===== config.mk =====
export PLATFORM = sky130hd
export DESIGN_NAME = instruction_fetch
export DESIGN_NICKNAME = d
export VERILOG_FILES = /design/src/rtl/instruction_fetch.sv
export SDC_FILE = /design/constraint.sdc
export NUM_CORES = 1
export LEC_CHECK = 0
export ABC_AREA = 0
export BUFFER_PORTS_ARGS = -buffer_cell sky130_fd_sc_hd__buf_2
export CORE_ASPECT_RATIO = 1.1
export CORE_MARGIN = 5
export CORE_UTILIZATION = 35
export DETAILED_ROUTE_END_ITERATION = 10
export PLACE_DENSITY = 0.65
export SYNTH_ARGS = -nofsm -noshare
export SYNTH_HDL_FRONTEND = slang
export SYNTH_SLANG_ARGS = --single-unit

===== constraint.sdc =====
create_clock -name clk -period 3.5 [get_ports clk]
set_clock_uncertainty 0.15 [all_clocks]
set_input_delay 0.175 -clock clk [delete_from_list [all_inputs] [get_ports clk]]
set_output_delay 0.175 -clock clk [all_outputs]
set_load 0.005 [all_outputs]

===== src/rtl/instruction_fetch.sv =====
// rtl/instruction_fetch.sv - instruction fetch stage with 2-entry output buffer and redirect
//
// Purpose:
//   Keeps a 32-bit fetch PC and issues word reads to a synchronous instruction
//   memory. Returned words are paired with their PC and buffered in a 2-entry
//   FIFO that feeds decode through a valid/ready handshake. A redirect flushes
//   the buffer, drops the in-flight response and restarts fetch at the new PC.
//
// Ports:
//   clk              in   clock, all state on rising edge
//   rst              in   synchronous active-high reset
//   imem_rd_en       out  read strobe to instruction memory
//   imem_rd_addr     out  word address (pc[AW+1:2])
//   imem_instruction in   read data, valid the cycle after imem_rd_en
//   out_valid        out  head entry available to decode
//   out_ready        in   decode accepts head entry
//   out_instr        out  head instruction word
//   out_pc           out  head byte address
//   redirect_valid   in   branch/jump redirect request
//   redirect_pc      in   new byte fetch address

module instruction_fetch #(
  parameter int          INST_WIDTH = 32,
  parameter int          INST_DEPTH = 16,
  parameter logic [31:0] RESET_PC   = 32'h0,
  localparam int         AW         = $clog2(INST_DEPTH)
) (
  input  logic                  clk,
  input  logic                  rst,
  output logic                  imem_rd_en,
  output logic [AW-1:0]         imem_rd_addr,
  input  logic [INST_WIDTH-1:0] imem_instruction,
  output logic                  out_valid,
  input  logic                  out_ready,
  output logic [INST_WIDTH-1:0] out_instr,
  output logic [31:0]           out_pc,
  input  logic                  redirect_valid,
  input  logic [31:0]           redirect_pc
);

  logic [31:0]           pc;
  logic [31:0]           inflight_pc;
  logic                  inflight;
  logic [1:0]            count;
  logic [INST_WIDTH-1:0] e0_instr, e1_instr;
  logic [31:0]           e0_pc, e1_pc;
  logic                  pop, push;
  logic [2:0]            level;
  logic [1:0]            push_slot;
  logic [31:0]           redirect_aligned;

  assign out_valid    = (count != 2'd0);
  assign out_instr    = e0_instr;
  assign out_pc       = e0_pc;
  assign pop          = out_valid && out_ready;

  // Entries that will occupy the buffer after this edge if nothing new is
  // issued; issuing only when this is below 2 makes overflow impossible.
  assign level        = {1'b0, count} + {2'b00, inflight} - {2'b00, pop};
  assign imem_rd_en   = !rst && !redirect_valid && (level < 3'd2);
  assign imem_rd_addr = pc[AW+1:2];

  // A response returning in a redirect cycle belongs to the old path.
  assign push         = inflight && !redirect_valid;
  assign push_slot    = count - {1'b0, pop};

  assign redirect_aligned = redirect_pc & ~32'd3;

  always_ff @(posedge clk) begin
    if (rst) begin
      pc          <= RESET_PC;
      inflight    <= 1'b0;
      inflight_pc <= 32'h0;
      count       <= 2'd0;
      e0_instr    <= '0;
      e1_instr    <= '0;
      e0_pc       <= 32'h0;
      e1_pc       <= 32'h0;
    end else begin
      inflight <= imem_rd_en;
      if (imem_rd_en) begin
        inflight_pc <= pc;
        pc          <= pc + 32'd4;
      end

      if (redirect_valid) begin
        // Any same-cycle transfer has already been consumed by decode.
        pc    <= redirect_aligned;
        count <= 2'd0;
      end else begin
        count <= count + {1'b0, push} - {1'b0, pop};

        if (pop && (count == 2'd2)) begin
          e0_instr <= e1_instr;
          e0_pc    <= e1_pc;
        end

        // push_slot is 0 or 1 here; the issue throttle keeps it below 2.
        if (push) begin
          if (push_slot == 2'd0) begin
            e0_instr <= imem_instruction;
            e0_pc    <= inflight_pc;
          end else begin
            e1_instr <= imem_instruction;
            e1_pc    <= inflight_pc;
          end
        end
      end
    end
  end

endmodule


Yosys cells after proc, flatten, opt, wreduce, memory -nomap -nowiden. Cells that the tools add are included.

Flip-flop bits (word level): 195. Bits of input ports: 68. Output and inout bits: 70. Word-level logic and storage cells: 39.

Add/sub/neg operators: 6. Magnitude comparators: 1. Equality and inequality tests: 1. Muxes and demuxes: 8. Bitwise gates (word level): 2. Reductions and logical operators: 12.

Operators by type and width (number): $mux W32 (8); $add A32 B3 Y32 const B (1); $logic_and A1 B1 Y1 (5); $reduce_bool A2 Y1 (2); $sub A2 B1 Y2 (2); $add A2 B1 Y3 (1); $lt A3 B2 Y1 const B (1); $reduce_and A3 Y1 (1); $sub A3 B1 Y3 (1); $add A2 B1 Y2 (1); $eq A2 B2 Y1 const B (1); $logic_not A1 Y1 (2); $logic_not A2 Y1 (1); $not A1 Y1 (2); $reduce_or A2 Y1 (1).

Depth between registers and ports, before layout.
Depth after elaboration: 7. Depth in mapped cells: 13. Depth with buffers taken out: 10.

Least setup slack after synthesis. No wires, ideal clock.

Kind: reg-to-reg. Start: register count[1]. End: register pc[16]. Library setup time: 0.074 ns. Data arrival time: 2.554 ns. Data required time: 3.276 ns. Setup slack: 0.722 ns. Stages on the path, launching flop included: 13. Buffers on the path: 2. Period minus slack after synthesis: 2.778 ns. Cell sequence: dfxtp_1 buf_2 nand3b_1 buf_2 inv_1 o21ai_0 fa_1 xnor2_1 nand3_1 inv_2 nand3_1 or3_1 a31oi_1.

Cells in the longest elaborated chain, start to end: 6.

RTL lines: start, declared (RTL line 44) `logic [1:0] count;`; start signal, assigned (RTL line 91) `count <= count + {1'b0, push} - {1'b0, pop};`; branches (longest 2 deep; another with $add A2 B1 Y3); $sub A3 B1 Y3 (*) (RTL line 59) `assign level = {1'b0, count} + {2'b00, inflight} - {2'b00, pop};`; $lt A3 B2 Y1 (*) (RTL line 60) `assign imem_rd_en = !rst && !redirect_valid && (level < 3'd2);`; $logic_and A1 B1 Y1 (*) (RTL line 60); $reduce_bool A2 Y1 (no line) (*); end signal, assigned (RTL line 83) `pc <= pc + 32'd4;`; end signal, assigned (RTL line 88) `pc <= redirect_aligned;`; end, declared (RTL line 41) `logic [31:0] pc;`.

Mark *: on every way between the ends. A chain may end at the register's enable or synchronous reset.

Final worst setup path.
Start: register count[1]. End: output imem_rd_en.

Cells in the longest elaborated chain, start to end: 5.

RTL lines: branches (longest 2 deep; another with $add A2 B1 Y3); $sub A3 B1 Y3 (*) (RTL line 59); $lt A3 B2 Y1 (*) (RTL line 60); $logic_and A1 B1 Y1 (*) (RTL line 60); end, declared (RTL line 30) `output logic imem_rd_en,`.

Marks and branches as above.

==> summary.txt <==
outcome: complete, no violations
CTS max path bufs: 2
clk sinks: 189
synthesized area: 7679 um^2
Post-synth top cells: 212 x nand2_1, 189 x dfxtp_1, 111 x a21oi_1, 76 x nor2_1, 61 x o22ai_1
Worst EP required: 3170 ps
fillcell total: 2,175
WHS Path Cells: 3
cell depth of the worst setup path: 10
area of the core: 21,440 um^2
Setup Buffers After CTS: 0
combinational family with the most area after synthesis: compound AO/OA/AOI/OAI gates
die area: 25,000 um^2
vias in the first global route: 7,037
Peak VDD IR: 0.0002996 V
mux contribution to synthesized area: 0.004237
CTS H-tree lvls: 4
initial antenna violation count: 2
fin. max-slew vios: 0
nets: 1,169
syn_nets: 1,018
Clk pin slew, worst setup/hold paths: 70 ps
cell with the most instances after synthesis: nand2_1
Hold Crit Class: input port to register
Area contributors post-synth: dfxtp_1 49%, nand2_1 10%, a21oi_1 7.2%, o22ai_1 5.0%, a211oi_1 4.7%
Setup crit end kind: output port
ys flop type: dfxtp_1
PortBufs: 135
syn avg cell area: 8.108 um^2
PD cells: 492.0 nW/um^2
family with the most delay on the worst path: buffers and inverters
Least-Margin Pin Slew: 858.5 ps
critical-path cell list: nand3b_1 > inv_2 > o21ai_0 > fa_1 > xnor2_1 > nand3_2 > inv_4 > buf_4 > buf_4 > buf_2
Async SR Flop Fraction: 0
first-pass GRT wire length: 36,010 um
Rows: 56
Synth Area in Simple Gates: 0.2143
Synth top area share: 0.4927
via count: 7,149
Setup CP Type: register to output port
Worst setup SP type: register
cts bufs inserted: 17
unrepaired setup endpoints after global routing: false
drt first pass iters: 5
Final min period: 3200 ps
R2R depth: 11
post-synth top area cell: dfxtp_1
Fin. Hold Viols: 0
fraction of layout cells with a size suffix above 1: 0.1782
FF+latch count, synth: 189
crit share post-route: 0.9142
Starting Density: 0.3581
RePlAce Congestion: 0.8123
Post-synth EDFFs: 0
worst path arrival time: 2870 ps
Avg WL per Cell: 15.54 um
compound-cell area share of the yosys netlist: 0.2213
post-route DRC violation count: 0
Synth Instances: 947
Ports: 138
Post-Synth Adder-Cell Area: 0.005866
final wirelength: 21,810 um
Synth cell types: 53
Area Growth Syn to Fin: 27.80%
DP Wirelength: 13,510 um
CP bufs+invs: 5
Placed Cells: 1,307
Clk Latency, worst-skew pair: 430 ps
Pwr Total: 4.828 mW
Max-slew headroom: 0.4276
setup TNS: 0 ps
Final ANT Viol Nets: 0
routed vias/inst: 5.096
root buffer cell: clkbuf_16
Seq/Total Area, Yosys: 0.4927
Crit Path Max Fanout: 25
grt ovf: 0
Total GRT Usage: 0.1800
CTS tree: yes
final worst setup slack: 300.2 ps
Post-Place Worst Slack: 348.3 ps
fmax: 0.3125 GHz
final setup fails: 0
slowest stage delay, CP: 440 ps
die height: 165.3 um
XOR/XNOR share of the synthesized area: 0.01141
Die W: 151.2 um
most used cell, CP: buf_4
Synth Warn #: 0
largest net degree at the start of global routing: 180
Static Leak: 3.733 nW
max-cap violation count: 0
initial DRC count: 460
CP max-delay cell: dfxtp_2
fin cells: 1,403
## timing repair
| action | 4_1_cts | 5_1_grt |
|---|---|---|
| hold endpoints to repair | 94 | 0 |
| hold buffers | 62 | 0 |
| gates resized for setup | 1 | 2 |
| pin swaps | 0 | 0 |
| setup endpoints to repair | 1 | 1 |
## worst paths after layout
check                     from      endpoint  slack, ps
setup / recovery      count[1]    imem_rd_en        300
hold / removal             rst      count[0]         30
setup reg to reg      count[1]        pc[26]        670
hold reg to reg   e1_instr[11]  e1_instr[11]        300
## worst reg2reg max path, stage by stage, from the launching register on
cell       delay, ps
dfxtp_2          440
nand3b_1         140
inv_2            150
o21ai_0          140
fa_1             390
xnor2_1          220
nand3_2          140
inv_4            230
buf_4            230
nand4_1          180
a2bb2oi_1        200
a21oi_1          150
## metal layers
metal	track usage	vias up	wire, um
li1	-	3639	-
met1	0.2311	3331	10050
met2	0.3020	150	10420
met5	0	-	0
met3	0.03384	29	878
met4	0.06348	0	450
## area by class of cell
class / instances / area, um^2 / share of cell area
flip-flops and latches: 189 / 3785 / 0.3857
well taps: 290 / 362.8 / 0.03698
diodes: 2 / 5.005 / 0.0005100
multi-input cells: 668 / 3541 / 0.3608
inverters: 11 / 43.79 / 0.004463
repair buffers: 211 / 1429 / 0.1456
clock buffers: 18 / 439.2 / 0.04475
clock inverters: 14 / 207.7 / 0.02117
## state kept, by name, indices dropped and copies added, names as in the netlist
| register | cells |
|---|---|
| count | 2 |
| e1_instr | 32 |
| e1_pc | 30 |
| inflight | 1 |
| inflight_pc | 30 |
| out_instr | 32 |
| out_pc | 32 |
| pc | 30 |
## through the flow
step / utilization / hold slack (ps) / area (um^2)
floorplan: - / 141.0 / 7679
global placement: 0.3982 / 247.7 / 8537
detailed placement: 0.3982 / 254.1 / 8537
CTS: 0.4574 / 19.52 / 9807
global route: 0.4577 / 25.77 / 9813
finish: 0.4577 / 31.85 / 9813
## kinds of logic (layout without fill, tap and decap cells)
family,count (synthesis),after routing
simple gates,374,374
compound gates,278,278
flops,189,189
buf+inv,90,254
xor+xnor,10,10
fa+ha+maj,3,3
mux,3,3
other cells,0,2
## cell usage in the layout (no fill, tap or decap), types with 3 or more instances in the layout
| master | netlist | layout |
|---|---|---|
| xnor2_1 | 3 | 3 |
| o221ai_1 | 5 | 5 |
| and3_1 | 6 | 6 |
| o22ai_1 | 61 | 61 |
| bufinv_16 | 0 | 4 |
| o21ai_0 | 16 | 16 |
| dlygate4sd3_1 | 0 | 62 |
| a21oi_1 | 111 | 111 |
| o211ai_1 | 3 | 3 |
| buf_4 | 6 | 13 |
| nor2_1 | 76 | 76 |
| dfxtp_1 | 189 | 188 |
| clkinv_4 | 0 | 4 |
| nor3b_1 | 4 | 4 |
| nand4_1 | 13 | 13 |
| and2_1 | 8 | 8 |
| o311ai_1 | 4 | 4 |
| clkbuf_16 | 0 | 17 |
| nand3_1 | 17 | 15 |
| a2bb2oi_1 | 5 | 5 |
| buf_2 | 13 | 134 |
| xor2_1 | 7 | 7 |
| a31oi_1 | 15 | 15 |
| or3_1 | 8 | 8 |
| a211oi_1 | 48 | 48 |
| nand2_1 | 212 | 211 |
| nand3_2 | 1 | 3 |
| inv_1 | 9 | 8 |
| nor3_1 | 14 | 14 |
| a22oi_1 | 3 | 3 |
## where the power goes
| group | internal [mW] | leakage, nW | total, mW | switching (mW) |
|---|---|---|---|---|
| logic | 0.194 | 1.88 | 0.427 | 0.233 |
| registers | 2.23 | 1.54 | 2.29 | 0.0613 |
| clock network | 1.23 | 0.315 | 2.11 | 0.881 |
| total | 3.65 | 3.73 | 4.83 | 1.18 |
Power figures use the tool's default switching activity.
